## config.mk

```make
export PLATFORM = sky130hd
export DESIGN_NAME = program_loader
export DESIGN_NICKNAME = d
export VERILOG_FILES = /design/src/rtl/program_loader.sv
export SDC_FILE = /design/constraint.sdc
export NUM_CORES = 1
export LEC_CHECK = 0
export ABC_AREA = 1
export CAP_MARGIN = 20
export CORE_ASPECT_RATIO = 1.25
export CORE_MARGIN = 2
export CORE_UTILIZATION = 44
export DETAILED_ROUTE_END_ITERATION = 12
export GPL_TIMING_DRIVEN = 0
export PLACE_DENSITY = 0.78
export SYNTH_ARGS = -nofsm -noshare
export SYNTH_HDL_FRONTEND = slang
export SYNTH_SLANG_ARGS = --single-unit
export TNS_END_PERCENT = 20
```

## constraint.sdc

```tcl
create_clock -name clk -period 3.93 [get_ports clk]
set_clock_uncertainty 0.1 [all_clocks]
set_input_delay 0.5895 -clock clk [delete_from_list [all_inputs] [get_ports clk]]
set_output_delay 0.5895 -clock clk [all_outputs]
set_load 0.01 [all_outputs]
```

## src/rtl/program_loader.sv

```systemverilog
// program_loader
//
// Writer side of the instruction-fetch path. The loader accepts 2*DATA_W-bit
// instruction words on a valid/ready stream. It stores each word into the
// byte-wide program memory, low byte first:
//   M[A]   <= word[DATA_W-1:0]
//   M[A+1] <= word[2*DATA_W-1:DATA_W]
// This is the same order in which the fetch unit reads them back.
// While a session runs, the CPU sequence counter is held off through cpu_hold.
// With VERIFY=1 both bytes are read back after the write, and any mismatch
// sets a sticky flag.
//
// Ports
//   clk         system clock, rising edge
//   rst_n       synchronous active-low reset
//   start       pulse, opens a session at base_addr (honoured only in IDLE)
//   base_addr   first byte address of the session
//   in_valid    instruction word available
//   in_data     instruction word, low byte in [DATA_W-1:0]
//   in_last     marks the final word of the session
//   in_ready    loader accepts a word this cycle
//   mem_addr    memory byte address
//   mem_wdata   memory write data
//   mem_rdata   memory read data (combinational read)
//   Mem_WR      1 = write, 0 = read
//   Mem_CS      chip select, active-low
//   cpu_hold    stalls the control unit's sequence counter
//   busy        session in progress
//   done        sticky, session completed
//   verify_err  sticky, read-back mismatch this session
//   wrap_err    sticky, byte address wrapped past the top this session
//   word_count  words committed this session (wraps)

module program_loader #(
    parameter int ADDR_W = 8,
    parameter int DATA_W = 8,
    parameter bit VERIFY = 1'b1
) (
    input  logic                  clk,
    input  logic                  rst_n,
    input  logic                  start,
    input  logic [ADDR_W-1:0]     base_addr,
    input  logic                  in_valid,
    input  logic [2*DATA_W-1:0]   in_data,
    input  logic                  in_last,
    output logic                  in_ready,
    output logic [ADDR_W-1:0]     mem_addr,
    output logic [DATA_W-1:0]     mem_wdata,
    input  logic [DATA_W-1:0]     mem_rdata,
    output logic                  Mem_WR,
    output logic                  Mem_CS,
    output logic                  cpu_hold,
    output logic                  busy,
    output logic                  done,
    output logic                  verify_err,
    output logic                  wrap_err,
    output logic [ADDR_W-1:0]     word_count
);

    typedef enum logic [2:0] {
        S_IDLE   = 3'd0,
        S_ACCEPT = 3'd1,
        S_WR_LO  = 3'd2,
        S_WR_HI  = 3'd3,
        S_RD_LO  = 3'd4,
        S_RD_HI  = 3'd5,
        S_DONE   = 3'd6
    } state_t;

    state_t                state_reg,      state_next;
    logic [ADDR_W-1:0]     addr_reg,       addr_next;
    logic [2*DATA_W-1:0]   word_reg,       word_next;
    logic                  last_q_reg,     last_q_next;
    logic [ADDR_W-1:0]     word_count_reg, word_count_next;
    logic                  done_reg,       done_next;
    logic                  verify_err_reg, verify_err_next;
    logic                  wrap_err_reg,   wrap_err_next;

    // The high byte always goes to addr+1 and wraps naturally at the top.
    logic [ADDR_W-1:0]     addr_hi;
    logic [DATA_W-1:0]     word_lo;
    logic [DATA_W-1:0]     word_hi;

    assign addr_hi = addr_reg + ADDR_W'(1);
    assign word_lo = word_reg[DATA_W-1:0];
    assign word_hi = word_reg[2*DATA_W-1:DATA_W];

    // State and holding registers
    always_ff @(posedge clk) begin
        if (!rst_n) begin
            state_reg      <= S_IDLE;
            addr_reg       <= '0;
            word_reg       <= '0;
            last_q_reg     <= 1'b0;
            word_count_reg <= '0;
            done_reg       <= 1'b0;
            verify_err_reg <= 1'b0;
            wrap_err_reg   <= 1'b0;
        end else begin
            state_reg      <= state_next;
            addr_reg       <= addr_next;
            word_reg       <= word_next;
            last_q_reg     <= last_q_next;
            word_count_reg <= word_count_next;
            done_reg       <= done_next;
            verify_err_reg <= verify_err_next;
            wrap_err_reg   <= wrap_err_next;
        end
    end

    // Next-state logic and Moore output decode
    always_comb begin
        state_next      = state_reg;
        addr_next       = addr_reg;
        word_next       = word_reg;
        last_q_next     = last_q_reg;
        word_count_next = word_count_reg;
        done_next       = done_reg;
        verify_err_next = verify_err_reg;
        wrap_err_next   = wrap_err_reg;

        in_ready  = 1'b0;
        mem_addr  = '0;
        mem_wdata = '0;
        Mem_WR    = 1'b0;
        Mem_CS    = 1'b1;
        cpu_hold  = 1'b0;
        busy      = 1'b0;

        case (state_reg)
            S_IDLE: begin
                // start wins over a simultaneous in_valid: the word is not
                // taken until ACCEPT raises in_ready.
                if (start) begin
                    addr_next       = base_addr;
                    word_count_next = '0;
                    done_next       = 1'b0;
                    verify_err_next = 1'b0;
                    wrap_err_next   = 1'b0;
                    state_next      = S_ACCEPT;
                end
            end

            S_ACCEPT: begin
                in_ready = 1'b1;
                busy     = 1'b1;
                cpu_hold = 1'b1;
                if (in_valid) begin
                    word_next   = in_data;
                    last_q_next = in_last;
                    state_next  = S_WR_LO;
                end
            end

            S_WR_LO: begin
                busy       = 1'b1;
                cpu_hold   = 1'b1;
                Mem_CS     = 1'b0;
                Mem_WR     = 1'b1;
                mem_addr   = addr_reg;
                mem_wdata  = word_lo;
                state_next = S_WR_HI;
            end

            S_WR_HI: begin
                busy      = 1'b1;
                cpu_hold  = 1'b1;
                Mem_CS    = 1'b0;
                Mem_WR    = 1'b1;
                mem_addr  = addr_hi;
                mem_wdata = word_hi;
                // The high byte still lands at address 0; only flag it.
                if (addr_reg == '1) begin
                    wrap_err_next = 1'b1;
                end
                if (VERIFY) begin
                    state_next = S_RD_LO;
                end else begin
                    // The word-commit step is folded into this transition,
                    // so it does not cost a cycle of its own.
                    addr_next       = addr_reg + ADDR_W'(2);
                    word_count_next = word_count_reg + ADDR_W'(1);
                    state_next      = last_q_reg ? S_DONE : S_ACCEPT;
                end
            end

            S_RD_LO: begin
                busy     = 1'b1;
                cpu_hold = 1'b1;
                Mem_CS   = 1'b0;
                mem_addr = addr_reg;
                if (mem_rdata != word_lo) begin
                    verify_err_next = 1'b1;
                end
                state_next = S_RD_HI;
            end

            S_RD_HI: begin
                busy     = 1'b1;
                cpu_hold = 1'b1;
                Mem_CS   = 1'b0;
                mem_addr = addr_hi;
                if (mem_rdata != word_hi) begin
                    verify_err_next = 1'b1;
                end
                addr_next       = addr_reg + ADDR_W'(2);
                word_count_next = word_count_reg + ADDR_W'(1);
                state_next      = last_q_reg ? S_DONE : S_ACCEPT;
            end

            S_DONE: begin
                done_next  = 1'b1;
                state_next = S_IDLE;
            end

            default: begin
                state_next = S_IDLE;
            end
        endcase
    end

    assign done       = done_reg;
    assign verify_err = verify_err_reg;
    assign wrap_err   = wrap_err_reg;
    assign word_count = word_count_reg;

endmodule

```

Word level (Yosys, flattened, before mapping):

Cells that the tools add are included.

* register bits after elaboration: 39
* latch bits: 0
* bits in writable memories: 0
* bits in read-only memories: 0
* bits of input ports: 37
* output and inout bits: 32
* word-level logic and storage cells: 62
* memories: 0

* $add $sub $neg: 3
* multiply operators: 0
* divide/modulo/power cells: 0
* $lt $le $gt $ge: 0
* eq/ne operators: 14
* shift-type cells: 0
* muxes and demuxes: 21
* bitwise logic cells: 0
* reduce and logical (&&, ||, !) cells: 16

Operator list (count)
* 8-bit case mux with 2 select lines: 4
* 3-bit case mux with 6 select lines: 1
* 8-bit by 1-bit adder with 8-bit output, second input constant: 2
* 8-bit two-way mux: 2
* 8-bit inequality test: 2
* 2-bit inequality test, second input constant: 5
* 3-bit == test, second input constant: 3
* 3-bit two-way mux: 3
* 8-bit by 2-bit adder with 8-bit output, second input constant: 1
* 8-bit == test, second input constant: 1
* 1-bit two-way mux: 8
* 2-bit AND reduction: 4
* 3-bit by 2-bit == test with 1-bit output, second input constant: 2
* 2-bit nonzero test: 3
* 2-bit OR reduction: 3
* 5-bit OR reduction: 1
* 1-bit case mux with 2 select lines: 2
* 4-bit AND reduction: 1
* 4-bit OR reduction: 1
* 3-bit by 1-bit == test with 1-bit output, second input constant: 1
* 3-bit zero test: 1
* 1-bit case mux with 3 select lines: 1
* 3-bit AND reduction: 1
* 3-bit nonzero test: 1

Logic depth before layout (Yosys ltp):

* word-level depth: 3
* gate-level depth with buffers: 10
* gate-level depth less buffers: 10

Worst setup path before layout:

No wires, ideal clock.

* kind: reg2out
* from: register state_reg[1]
* to: output mem_addr[1]
* data arrival time: 1.342 ns
* data required time: 3.240 ns
* setup slack: 1.899 ns
* stages on the path, launching flop included: 7
* buffers on the path: 0
* path through: dfxtp_1 > inv_1 > nor2_2 > nand2_1 > nand2_1 > inv_1 > o21ai_0

* cells in the longest elaborated chain, start to end: 3
* elaborated cells between the ends (all ways): 7
* those cells by class: eq/ne (4); mux (1); reduce/logical (2)

Ends and longest elaborated chain
* from (decl): RTL line 70 `state_t state_reg, state_next;`
* from (signal assigned): RTL line 100 `state_reg <= state_next;`
* 3-bit == test or 3-bit by 2-bit == test with 1-bit output (tied branches): RTL line 130 `case (state_reg)`
* 2-bit OR reduction (no source line)
* 8-bit case mux with 2 select lines (*): RTL line 130
* to (decl): RTL line 47 `output logic [ADDR_W-1:0] mem_addr,`

Mark *: on every way between the ends. The rest lies on a longest branch, timed or not.

Worst setup path after layout:

Ends and elaborated chain as after synthesis.

==> run summary <==
Status - completed
Fmax - 331 MHz
I/O Buffers - 67
Synth top area share - 34.5%
Worst setup EP type - primary output
Ant diodes - 0
Setup TNS - 0 ns
Seq/Total Area, Yosys - 34.5%
Placed inst area - 3010 um2
Total net switching power - 299 uW
Post-Syn Area - 2260 um2
Post-CTS Hold Buffers - 0
Asr flop ratio synth - 0%
Fin nets - 447
Period utilization - 76.9%
Starting DRC count in detailed routing - 96
Post-cts sizing count - 0
DRT Pass-1 Iters - 4
Vias/cell - 5.01
Reg2Reg Depth - 8
Synthesized Nets - 373
Setup CP Type - reg2out
Top-count cell post-synth - nand2_1
Pins Over Slew Limit - 0
Final Hold Vio Count - 0
Die area - 5740 um2
Post-layout minimum cycle time - 3.02 ns
Combinational share of power - 26.1%
Int Pwr - 711 uW
Post CTS Setup Buffer Count - 0
Crit-path max FO - 8
DP HPWL - 4540 um
Commonest cells in the netlist - nand2_1 (79), dfxtp_1 (39), nor2_1 (39), inv_1 (34), o21ai_0 (31)
Initial Util - 45.2%
Net Sw Frac - 29.6%
Required time worst endpoint - 3.24 ns
Sequential share of power - 45.3%
Tot GR Track Use - 21.6%
First-pass GRT wire length - 9740 um
Clock latency on the worst-skew pair - 0.28 ns
Startpoint Class - register
Pwr dens - 325 nW/um2
Synthesized flop and latch total - 39
FP Rows - 29
Total grt overflow - 0
Reg clk slew, reported paths - 0.07 ns
Vias - 2,355
Post-Layout Inst Area - 3110 um2
CTS sink count - 39
Pre-CTS WS - 1.21 ns
Share of cells above drive strength 1 - 8.09%
FF-to-FF setup slack - 2.35 ns
CTS tree - yes
Vias in the first global route - 2,273
Area contributors post-synth - dfxtp_1 (34%), nand2_1 (13%), o21ai_0 (6.9%), nor2_1 (6.5%), inv_1 (5.6%)
# DRC - 0
Routability cong. - 0.865
Hold Path Class - reg2reg
Total CTS buffers - 5
Clock Path Buffers - 2
DRT antenna net count - 0
Top_reg_cell synth - dfxtp_1
Clk network pwr share - 28.6%
CTS Root Cell - clkbuf_8
Setup violators final - 0
Leakage power - 0.00121 uW
Worst Tran Pin Value - 0.579 ns
Netlist cell types - 39
Max reg flops - 16
Max H-tree Level - 2
Largest net degree at the start of global routing - 12
Syn_area_per_cell - 6.80 um2
Crit path DAT - 2.33 ns
P&R area growth vs syn - 37.5%
Max transition margin - 61.4%
Die width - 68.2 um
Die Y - 84.2 um
Final WS setup - 0.907 ns
Synth area leader - dfxtp_1
Worst vdd ir - 0.000178 V
I/O pin cnt - 69
Initial antenna violation count - 0
YS warnings - 0
Aggregate routed wire length - 5840 um
Number of enable flip-flop cells after synthesis - 0
Unrepaired setup endpoints after global routing - no
Post-Synthesis Cells - 333
Total power - 1010 uW
DR WL/cell - 12.4 um
Hold path depth - 2
Core region area - 5010 um2
MaxCap Viol Count - 0
## critical path, stage by stage, from the launching register on
cell	delay (ns)
dfxtp_1	0.43
inv_1	0.09
nor2_2	0.14
nand2_1	0.22
nand2_1	0.27
inv_1	0.12
o21ai_0	0.20
clkdlybuf4s50_1	0.58
## logic make-up (layout without fill, tap and decap cells)
| logic type | count (synthesis) | in the layout | synth area share, % |
|---|---|---|---|
| buffers and inverters | 52 | 127 | 10.3 |
| adders and majority gates | 3 | 3 | 1.66 |
| AOI/OAI and AO/OA | 83 | 83 | 21.7 |
| xor gates and xnor gates | 12 | 12 | 4.64 |
| and+or+nand+nor | 144 | 144 | 27.3 |
| DFF | 39 | 39 | 34.5 |
## cells in the final DEF, fill, tap and decap left out, types with 2 or more instances in the layout
master | netlist | routed
nand2_4 | 4 | 4
ha_1 | 3 | 3
o22ai_1 | 5 | 5
o21ai_0 | 31 | 31
nor2_2 | 2 | 2
inv_1 | 34 | 34
clkdlybuf4s50_1 | 0 | 67
a21oi_1 | 24 | 24
xor2_1 | 4 | 4
a31oi_1 | 5 | 5
a22o_1 | 2 | 2
nor3_1 | 3 | 3
nor2_1 | 39 | 39
nand3_1 | 12 | 12
buf_6 | 4 | 4
nand2_1 | 79 | 79
clkbuf_1 | 5 | 6
xnor2_1 | 8 | 8
nor2_4 | 2 | 2
inv_2 | 5 | 5
o21ai_1 | 5 | 5
clkbuf_8 | 0 | 7
dfxtp_1 | 39 | 39
## worst paths after layout
check	startpoint	endpoint
worst min register to register	verify_err	verify_err
worst min-delay path	verify_err	verify_err
worst max register to register	state_reg[0]	addr_reg[7]
worst max-delay path	state_reg[1]	mem_addr[1]
## routing by layer
metal	routed length [um]	up-vias	GRT usage, %
li1	-	1227	-
met4	42	0	8.36
met1	2470	1043	25.1
met2	2970	81	38.2
met3	359	4	3.75
met5	0	-	0
## cell type report
class / instances / area, um2
fillers: 484 / 1900
multi-input cells: 242 / 1250
flip-flops and latches: 39 / 781
repair buffers: 67 / 671
inverters: 42 / 161
clock buffers: 8 / 100
well taps: 62 / 77.6
plain buffers: 10 / 71.3
## power by group through the flow
stage / Combinational (uW) / Sequential (uW) / Clock [uW]
floorplan: 157 / 462 / 0
global placement: 260 / 465 / 0
detailed placement: 263 / 467 / 0
CTS: 265 / 458 / 300
global route: 294 / 463 / 313
finish: 263 / 458 / 289
## per-stage QoR
step	util, %	hold slack (ns)	cells
detailed placement	60.1	0.354	462
floorplan	-	0.359	333
CTS	62.1	0.366	470
finish	62.1	0.364	470
global placement	60.1	0.343	462
global route	62.1	0.379	470
No activity file was read; power rests on OpenSTA's default activity.
